## src/rtl/req_ack_responder.sv

```systemverilog
// req_ack_responder: responder end of a tagged single-bit request/acknowledge
// protocol. An accepted request travels through LATENCY-1 delay stages, then
// waits in an ack FIFO behind a registered ack output stage. Outstanding
// requests are bounded by MAX_OUTSTANDING, and a request seen while
// req_ready is low sets a sticky overflow flag.
//
// Handshakes: a request is accepted at a posedge where req && req_ready;
// an ack is consumed at a posedge where ack_valid && ack_ready. Once raised,
// ack_valid stays high with a stable ack_tag until consumed (or reset), and
// ack_ready is ignored while ack_valid is low.
//
// Optional feature: define REQ_ACK_RESPONDER_ASSERT_EN to compile embedded
// concurrent protocol assertions. Functional behaviour is the same either way.
module req_ack_responder #(
  parameter int LATENCY         = 1,
  parameter int MAX_OUTSTANDING = 4,
  parameter int TAG_W           = 4
) (
  input  logic                                     clk,
  input  logic                                     rst,
  input  logic                                     req,
  input  logic [TAG_W-1:0]                         req_tag,
  output logic                                     req_ready,
  output logic                                     ack_valid,
  output logic [TAG_W-1:0]                         ack_tag,
  input  logic                                     ack_ready,
  output logic [$clog2(MAX_OUTSTANDING+1)-1:0]     outstanding,
  output logic                                     overflow
);

  localparam int CNT_W = $clog2(MAX_OUTSTANDING + 1);
  localparam int PW    = (MAX_OUTSTANDING > 1) ? $clog2(MAX_OUTSTANDING) : 1;

  // Parameter sanity, reported at elaboration.
  generate
    if (LATENCY < 1) begin : g_bad_latency
      $error("req_ack_responder: LATENCY must be >= 1 (got %0d)", LATENCY);
    end
    if (MAX_OUTSTANDING < 1) begin : g_bad_max
      $error("req_ack_responder: MAX_OUTSTANDING must be >= 1 (got %0d)", MAX_OUTSTANDING);
    end
  endgenerate

  logic             accept;
  logic             consume;
  logic             arr_vld;   // entry leaving the delay line this edge
  logic [TAG_W-1:0] arr_tag;

  logic             ack_valid_q, ack_valid_d;
  logic [TAG_W-1:0] ack_tag_q, ack_tag_d;
  logic [CNT_W-1:0] outstanding_q, outstanding_d;
  logic             overflow_q, overflow_d;

  logic [TAG_W-1:0] fifo_mem_q [MAX_OUTSTANDING];
  logic [PW-1:0]    wr_ptr_q, wr_ptr_d;
  logic [PW-1:0]    rd_ptr_q, rd_ptr_d;
  logic [CNT_W-1:0] fifo_cnt_q, fifo_cnt_d;
  logic             fifo_push;
  logic             fifo_pop;

  // No same-cycle credit return: readiness depends only on registered count.
  assign req_ready   = (outstanding_q < CNT_W'(MAX_OUTSTANDING));
  assign accept      = req && req_ready;
  assign consume     = ack_valid_q && ack_ready;

  assign ack_valid   = ack_valid_q;
  assign ack_tag     = ack_tag_q;
  assign outstanding = outstanding_q;
  assign overflow    = overflow_q;

  // Delay line: with LATENCY=1 an accepted tag goes straight to the ack stage.
  generate
    if (LATENCY <= 1) begin : g_direct
      assign arr_vld = accept;
      assign arr_tag = req_tag;
    end else begin : g_delay
      logic [LATENCY-2:0] vld_q;
      logic [TAG_W-1:0]   tag_q [LATENCY-1];

      // Shift accepted tags one stage per clock; reset discards in-flight tags.
      always_ff @(posedge clk) begin
        if (rst) begin
          vld_q <= '0;
          for (int i = 0; i < LATENCY - 1; i++) tag_q[i] <= '0;
        end else begin
          vld_q[0] <= accept;
          tag_q[0] <= req_tag;
          for (int i = 1; i < LATENCY - 1; i++) begin
            vld_q[i] <= vld_q[i-1];
            tag_q[i] <= tag_q[i-1];
          end
        end
      end

      assign arr_vld = vld_q[LATENCY-2];
      assign arr_tag = tag_q[LATENCY-2];
    end
  endgenerate

  // Ack stage refill: the FIFO head has priority over a newly arriving tag,
  // which keeps acks in accept order; arrivals queue while the stage is held.
  always_comb begin
    ack_valid_d = ack_valid_q;
    ack_tag_d   = ack_tag_q;
    fifo_push   = 1'b0;
    fifo_pop    = 1'b0;
    if (!ack_valid_q || consume) begin
      if (fifo_cnt_q != '0) begin
        fifo_pop    = 1'b1;
        fifo_push   = arr_vld;
        ack_valid_d = 1'b1;
        ack_tag_d   = fifo_mem_q[rd_ptr_q];
      end else if (arr_vld) begin
        ack_valid_d = 1'b1;
        ack_tag_d   = arr_tag;
      end else begin
        ack_valid_d = 1'b0;   // tag keeps its last value while empty
      end
    end else begin
      fifo_push = arr_vld;
    end
  end

  // Counters, pointers and the sticky overflow flag.
  always_comb begin
    outstanding_d = outstanding_q;
    fifo_cnt_d    = fifo_cnt_q;
    wr_ptr_d      = wr_ptr_q;
    rd_ptr_d      = rd_ptr_q;
    overflow_d    = overflow_q || (req && !req_ready);

    case ({accept, consume})
      2'b10:   outstanding_d = outstanding_q + 1'b1;
      2'b01:   outstanding_d = outstanding_q - 1'b1;
      default: outstanding_d = outstanding_q;
    endcase

    case ({fifo_push, fifo_pop})
      2'b10:   fifo_cnt_d = fifo_cnt_q + 1'b1;
      2'b01:   fifo_cnt_d = fifo_cnt_q - 1'b1;
      default: fifo_cnt_d = fifo_cnt_q;
    endcase

    if (fifo_push) begin
      wr_ptr_d = (wr_ptr_q == PW'(MAX_OUTSTANDING - 1)) ? '0 : wr_ptr_q + 1'b1;
    end
    if (fifo_pop) begin
      rd_ptr_d = (rd_ptr_q == PW'(MAX_OUTSTANDING - 1)) ? '0 : rd_ptr_q + 1'b1;
    end
  end

  // Control state register with synchronous reset.
  always_ff @(posedge clk) begin
    if (rst) begin
      ack_valid_q   <= 1'b0;
      ack_tag_q     <= '0;
      outstanding_q <= '0;
      overflow_q    <= 1'b0;
      fifo_cnt_q    <= '0;
      wr_ptr_q      <= '0;
      rd_ptr_q      <= '0;
    end else begin
      ack_valid_q   <= ack_valid_d;
      ack_tag_q     <= ack_tag_d;
      outstanding_q <= outstanding_d;
      overflow_q    <= overflow_d;
      fifo_cnt_q    <= fifo_cnt_d;
      wr_ptr_q      <= wr_ptr_d;
      rd_ptr_q      <= rd_ptr_d;
    end
  end

  // FIFO storage; emptiness is tracked by the count, so no reset needed here.
  always_ff @(posedge clk) begin
    if (fifo_push) begin
      fifo_mem_q[wr_ptr_q] <= arr_tag;
    end
  end

`ifdef REQ_ACK_RESPONDER_ASSERT_EN
  // Entries still inside the delay line = total - queued - presented.
  logic dl_empty;
  assign dl_empty = (outstanding_q == (fifo_cnt_q + CNT_W'(ack_valid_q)));

  a_ack_hold: assert property (@(posedge clk) disable iff (rst)
    ack_valid && !ack_ready |=> ack_valid && $stable(ack_tag))
    else $error("%m: ack not held while stalled, tag %0h", ack_tag);

  a_bound: assert property (@(posedge clk) disable iff (rst)
    outstanding <= CNT_W'(MAX_OUTSTANDING))
    else $error("%m: outstanding %0d above limit, tag %0h", outstanding, ack_tag);

  a_no_accept_full: assert property (@(posedge clk) disable iff (rst)
    !req_ready |-> !accept)
    else $error("%m: accepted while not ready, tag %0h", req_tag);

  a_latency: assert property (@(posedge clk) disable iff (rst)
    (accept && (fifo_cnt_q == '0) && dl_empty) ##0 ack_ready [*LATENCY] |=> ack_valid)
    else $error("%m: ack late after accept, tag %0h", ack_tag);
`endif

endmodule

```

## config.mk

```make
export PLATFORM = sky130hd
export DESIGN_NAME = req_ack_responder
export DESIGN_NICKNAME = d
export VERILOG_FILES = /design/src/rtl/req_ack_responder.sv
export SDC_FILE = /design/constraint.sdc
export NUM_CORES = 1
export LEC_CHECK = 0
export BUFFER_PORTS_ARGS = -buffer_cell sky130_fd_sc_hd__buf_2
export CAP_MARGIN = 20
export CORE_MARGIN = 2
export CORE_UTILIZATION = 42
export DETAILED_ROUTE_END_ITERATION = 10
export HOLD_SLACK_MARGIN = 0.12
export MAX_ROUTING_LAYER = met4
export PLACE_DENSITY_LB_ADDON = 0.05
export SYNTH_ARGS = -nofsm -noshare
export SYNTH_HDL_FRONTEND = slang
export SYNTH_SLANG_ARGS = --single-unit
```

## constraint.sdc

```tcl
create_clock -name clk -period 6.1 [get_ports clk]
set_input_delay 0.305 -clock clk [delete_from_list [all_inputs] [get_ports clk]]
set_output_delay 0.305 -clock clk [all_outputs]
set_load 0.02 [all_outputs]
```

==> impl_results.md, run 1 <==
- Via count: 906
- WL/cell: 13.0 µm
- Bufs on Longest Clock Path: 2
- PD cells: 469 mW/mm²
- Core area: 0.00336 mm²
- Min-Delay Endpoint: fifo_mem_q[0][0]
- CTS H-tree depth: 2
- Final nets: 160
- RSZ-0062 raised after global routing: no
- WP data arrival: 2630 ps
- Min-delay src: req_tag[0]
- Crit path kind: reg -> reg
- Register area share after synthesis: 56.9%
- Status: complete, no violations
- Fin crit share: 38.7%
- Finished Layout Cells: 189
- Setup Slack @ Placement: 3740 ps
- Clk_lat worst skew: 330 ps
- Cell Rows: 21
- Drt first pass iters: 3
- Worst Tran Pin Value: 462 ps
- Wire length of the first global-routing pass: 4150 µm
- Mux cell area share after synthesis: 7.97%
- Total inserted antenna cells: 0
- Routed Antenna Nets: 0
- Register-to-Register Path Depth: 9
- Final setup skew: 7.44 ps
- CTS tree: yes
- Die Footprint: 0.00401 mm²
- Most frequent cells in the layout: dfxtp_1 (18), buf_2 (17), nor2_1 (16), edfxtp_1 (16)
- Routed Wire Length: 2460 µm
- Power after layout: 0.000779 W
- Register area: 841 µm²
- Mean post-synth cell area: 12.2 µm²
- Die height: 63.3 µm
- R2R Setup Slk: 3740 ps
- # resized after CTS: 0
- Clk slew on worst S/H paths: 100 ps
- Post-route DRC: 0
- Min-delay worst type: in -> reg
- Worst r2r src: fifo_cnt_q[0]
- Vias in the first global route: 907
- Routability cong.: 0.747
- Cells after Synth: 121
- Gr usage total: 14.4%
- Initial Utilization: 43.9%
- Die Wd: 63.3 µm
- Total negative setup slack: 0 ps
- Tmin final: 2360 ps
- DRT iter0 DRCs: 61
- # port buffers: 17
- Max Cap Viol: 0
- Largest net degree at the start of global routing: 17
- Post-CTS setup buffer count: 0
- Final hold viol count: 0
- Syn Nets: 138
- Fillcell total: 336
- Final setup vio count: 0
- FF-to-FF End: fifo_cnt_q[2]
- Initial antenna violation count: 0
- Total CTS buffers: 5
- Hold buffers post-CTS: 0
- Critical path peak fanout: 10
- I/O Pins: 18
- Max Clk Rate: 424 MHz
- Vias/cell: 4.79
- Placement-stage cell area: 0.00161 mm²
- Cell Area, Synth: 0.00148 mm²
- Hold path cells: 1
- Layout cells sized above 1: 21.0%
- P_leak: 0.639 nW
- DP HPWL: 1840 µm
- Post-Synth Adder-Cell Area: 8.64%
- Worst EP required: 6370 ps
- Slew headroom: 69.1%
- Max VDD drop: 0.208 mV
- Clock Tree Root: clkbuf_4
- Commonest non-fill, non-tap cell in the layout: dfxtp_1
- Syn-to-layout area delta: 12.4%
- Final worst slack: 3740 ps
- Kind of end point of the critical path: flip-flop
- Design area: 0.00166 mm²
- Final Slew Violations: 0
- Synth unique cells: 24
- Inst Count DP: 182
- Clock sink count: 34
- Largest family of logic cells by synthesized area: simple AND/OR/NAND/NOR gates
- CP Launch Type: flip-flop
- Global route overflow: 0
- Synthesis Warnings: 0
- Compound-Gate Fraction of Synth Area: 8.64%
- Number of synthesized register bits: 34
- Post-synthesis simple-gate area fraction: 12.4%
- Post-Synth XOR/XNOR Area: 2.37%
- Area of the multi-input gates: 591 µm²
-- state kept, by name, summed over array words and instances (netlist names), named ones only --
signal	flops
fifo_mem_q	16
ack_tag	4
fifo_cnt_q	3
outstanding	3
rd_ptr_q	2
wr_ptr_q	2
ack_valid	1
overflow	1
-- Yosys cell counts --
cell type	n	share of area (%)
dfxtp_1	18	24
edfxtp_1	16	33
nor2_1	16	4.1
inv_1	10	2.5
nand2_1	10	2.5
a21oi_1	7	2.4
ha_1	7	5.9
and2_1	5	2.1
o21ai_0	4	1.4
xor2_1	4	2.4
a311oi_1	3	1.8
or3_1	3	1.3
clkbuf_1	2	0.51
fa_1	2	2.7
mux2i_1	2	1.4
mux4_1	2	3.6
mux4_2	2	3.1
nand2b_1	2	0.85
a21oi_2	1	0.59
a21oi_4	1	1.1
a311oi_2	1	1.0
a31oi_1	1	0.42
nor2b_1	1	0.42
nor3_4	1	1.1
-- area by class of cell --
cell class | instances | share of cell area, %
sequential | 34 | 50.7
multi-input combinational | 75 | 35.6
timing repair buffer | 17 | 5.13
tap | 46 | 3.47
clock buffer | 5 | 2.26
inverter | 10 | 2.26
clock inverter | 2 | 0.603
-- layer usage --
layer	share of wire (%)	global-route usage, %	up-vias
li1	-	-	465
met1	48	16.8	421
met2	46	22.3	14
met3	4.4	5.71	6
met4	1.6	5.71	0
met5	0	-	-
-- how the worst max path moves through the flow --
stage	startpoint	end	depth (start not counted)
after detailed placement	fifo_cnt_q[0]	fifo_cnt_q[2]	9
after CTS	fifo_cnt_q[0]	fifo_cnt_q[2]	9
final	fifo_cnt_q[0]	fifo_cnt_q[2]	9
after global routing	fifo_cnt_q[0]	fifo_cnt_q[2]	9
after global placement	fifo_cnt_q[0]	fifo_cnt_q[2]	9
after floorplan	fifo_cnt_q[0]	fifo_cnt_q[2]	9
-- where the power goes --
part           internal (W)  switching [W]
registers          0.000296      0.0000433
logic              0.000136       0.000190
clock network     0.0000414      0.0000715
-- cell families after synthesis --
logic type / Yosys count
multiplexers: 6
adder cells (fa/ha/maj): 9
AO/OA/AOI/OAI: 18
AND/OR/NAND/NOR: 38
XOR/XNOR: 4
flip-flops: 34
buffers and inverters: 12
-- worst max-delay path, cell delays in order (launching register included) --
cell and delay, ps:
dfxtp_1 370, nor3_4 450, a21oi_2 190, inv_1 90, ha_1 180, inv_1 60, fa_1 370, xor2_1 150
or3_1 300, a21oi_1 140
-- through the flow --
stage | hold WS, ps | utilization, %
final | 207 | 49.3
after global routing | 200 | 49.3
after CTS | 199 | 49.3
after detailed placement | 466 | 47.9
after global placement | 443 | 47.9
after floorplan | 404 | -
Note: power is estimated with default switching activity, not from simulation.
==> inputs of run 2 (changes only) <==
==> constraint.sdc (replaced) <==
create_clock -name clk -period 2.1 [get_ports clk]
set_input_delay 0.105 -clock clk [delete_from_list [all_inputs] [get_ports clk]]
set_output_delay 0.105 -clock clk [all_outputs]
set_load 0.02 [all_outputs]
==> run 2 against run 1 <==
  * Worst setup slack worse by 3600 ps
  * Combinational power grew to 3.2 times the previous value
  * First-iteration DRC count shrank 39%
  * Sequential cell count unchanged
  * Count of clock-buffer cells in the layout is 1 higher
  * Routed wire length increased by 1.3%
  * Hold slack worse by 70 ps
  * Fmax is 19% higher
  * Via count is 2.3% higher
  * Core utilization up 3.5 points
  * Die area stayed put
==> impl_results.md, run 2 (same netlist as run 1, synthesis figures left out) <==
- # port buffers: 17
- Most frequent cells in the layout: buf_2 (17), dfxtp_1 (16), edfxtp_1 (16), nor2_1 (15)
- Register share of total power: 40.9%
- Worst Setup SP: fifo_cnt_q[1]
- Clk slew on worst S/H paths: 100 ps
- Die Wd: 63.3 µm
- Clock Tree Root: clkbuf_4
- Via count: 927
- Layout cells sized above 1: 26.8%
- Worst r2r src: fifo_cnt_q[1]
- Inst Count DP: 185
- Sw Pwr: 0.000921 W
- Critical path peak fanout: 3
- Total negative setup slack: 0 ps
- Bufs on Longest Clock Path: 2
- Post-route DRC: 0
- Clock sink count: 34
- WP data arrival: 2260 ps
- Final nets: 169
- Int Pwr: 0.00150 W
- Hold path cells: 2
- Max Cap Viol: 0
- Crit path kind: reg -> reg
- Routed Wire Length: 2490 µm
- Fin crit share: 94.4%
- Wire length of the first global-routing pass: 4150 µm
- Gate power share: 43.3%
- Drt first pass iters: 4
- Min-Delay Endpoint: fifo_cnt_q[1]
- Initial Utilization: 43.9%
- Total CTS buffers: 5
- Final setup skew: 10.7 ps
- P_leak: 0.684 nW
- I/O Pins: 18
- Largest net degree at the start of global routing: 17
- Gr usage total: 14.6%
- Power share of the clock group: 15.8%
- PD cells: 1360 mW/mm²
- Worst Tran Pin Value: 374 ps
- Max Clk Rate: 504 MHz
- Global route overflow: 0
- Final Slew Violations: 0
- R2R Setup Slk: 120 ps
- WL/cell: 12.5 µm
- Min-delay worst type: in -> reg
- Syn-to-layout area delta: 20.4%
- DRT iter0 DRCs: 37
- Kind of end point of the critical path: flip-flop
- Status: complete, no violations
- Core area: 0.00336 mm²
- Final setup vio count: 0
- CTS tree: yes
- Vias in the first global route: 896
- Final hold viol count: 0
- Routability cong.: 0.723
- Routed Antenna Nets: 0
- Commonest non-fill, non-tap cell in the layout: buf_2
- Worst EP required: 2370 ps
- CP Launch Type: flip-flop
- Die height: 63.3 µm
- Top reg by flops: fifo_mem_q
- Tmin final: 1980 ps
- DP HPWL: 1800 µm
- Initial antenna violation count: 0
- FF-to-FF End: fifo_cnt_q[2]
- Finished Layout Cells: 199
- Fillcell total: 335
- Number of flip-flops in the largest register: 16
- Max VDD drop: 0.650 mV
- RSZ-0062 raised after global routing: no
- Min-delay src: rst
- Slew headroom: 75.0%
- Clk_lat worst skew: 340 ps
- Cell Rows: 21
- CTS H-tree depth: 2
- Vias/cell: 4.66
- Sw Ratio: 38.1%
- Die Footprint: 0.00401 mm²
- Total inserted antenna cells: 0
- Register-to-Register Path Depth: 9
[run 2: changes by cell type in the layout (fill, tap and decap cells not counted), sizes merged]
cell	previous run	this run
clkbuf	5	6
clkinvlp	0	1
dlygate4sd3	0	5
buf	17	21
clkinv	2	1
[run 2: cell type report]
cell class,count,area [µm²],share of cell area [%]
multi-input cells,75,608,34.2
flip-flops and latches,34,846,47.6
well taps,46,57.6,3.24
inverters,10,37.5,2.11
clock buffers,6,51.3,2.89
clock inverters,2,12.5,0.704
repair buffers,26,165,9.29
[run 2: layer usage]
| metal | vias up | track usage [%] | wire length [µm] |
|---|---|---|---|
| li1 | 484 | - | - |
| met1 | 415 | 18.1 | 1230 |
| met3 | 8 | 3.75 | 110 |
| met4 | 0 | 8.97 | 71 |
| met2 | 20 | 21.3 | 1080 |
| met5 | - | - | 0 |
[run 2: power by group through the flow]
| stage | Clock [W] | Sequential [W] | Combinational (W) |
|---|---|---|---|
| 2_1_floorplan | 0 | 0.00105 | 0.000707 |
| 3_3_place_gp | 0 | 0.000996 | 0.00102 |
| 3_5_place_dp | 0 | 0.00101 | 0.00103 |
| 4_1_cts | 0.000397 | 0.000990 | 0.00104 |
| 5_1_grt | 0.000414 | 0.00101 | 0.00119 |
| 6_report | 0.000382 | 0.000990 | 0.00105 |
[run 2: worst max-delay path by stage]
stage / to / slack, ps / depth (start not counted)
after floorplan: fifo_cnt_q[2] / 3 / 9
after global placement: fifo_cnt_q[2] / 180 / 9
after detailed placement: fifo_cnt_q[2] / 120 / 9
final: fifo_cnt_q[2] / 120 / 9
after global routing: fifo_cnt_q[2] / 7 / 9
after CTS: fifo_cnt_q[2] / 90 / 9
[run 2: through the flow]
stage	setup WS (ps)	instance area, µm²	utilization (%)	hold slack [ps]	power, W
after detailed placement	122	1650	49.0	349	0.00204
final	117	1780	52.9	137	0.00242
after global placement	177	1650	49.0	343	0.00201
after global routing	6.95	1780	52.9	152	0.00262
after floorplan	3.45	1490	-	204	0.00176
after CTS	94.6	1760	52.4	132	0.00243
[run 2: worst max-delay path, cell delays in order, from the launching register on]
cell and delay [ps]:
dfxtp_4 370, nor3_4 270, a21oi_4 80, inv_1 70, ha_2 180, inv_1 50
fa_2 330, xor2_1 150, or3_1 300, a21oi_1 130
[run 2: timing repair]
item | CTS | global route
setup endpoints to repair | 0 | 2
resized for setup | 0 | 4
endpoints found under the hold margin | 21 | 0
buffers inserted | 0 | 1
hold buffers | 5 | 0
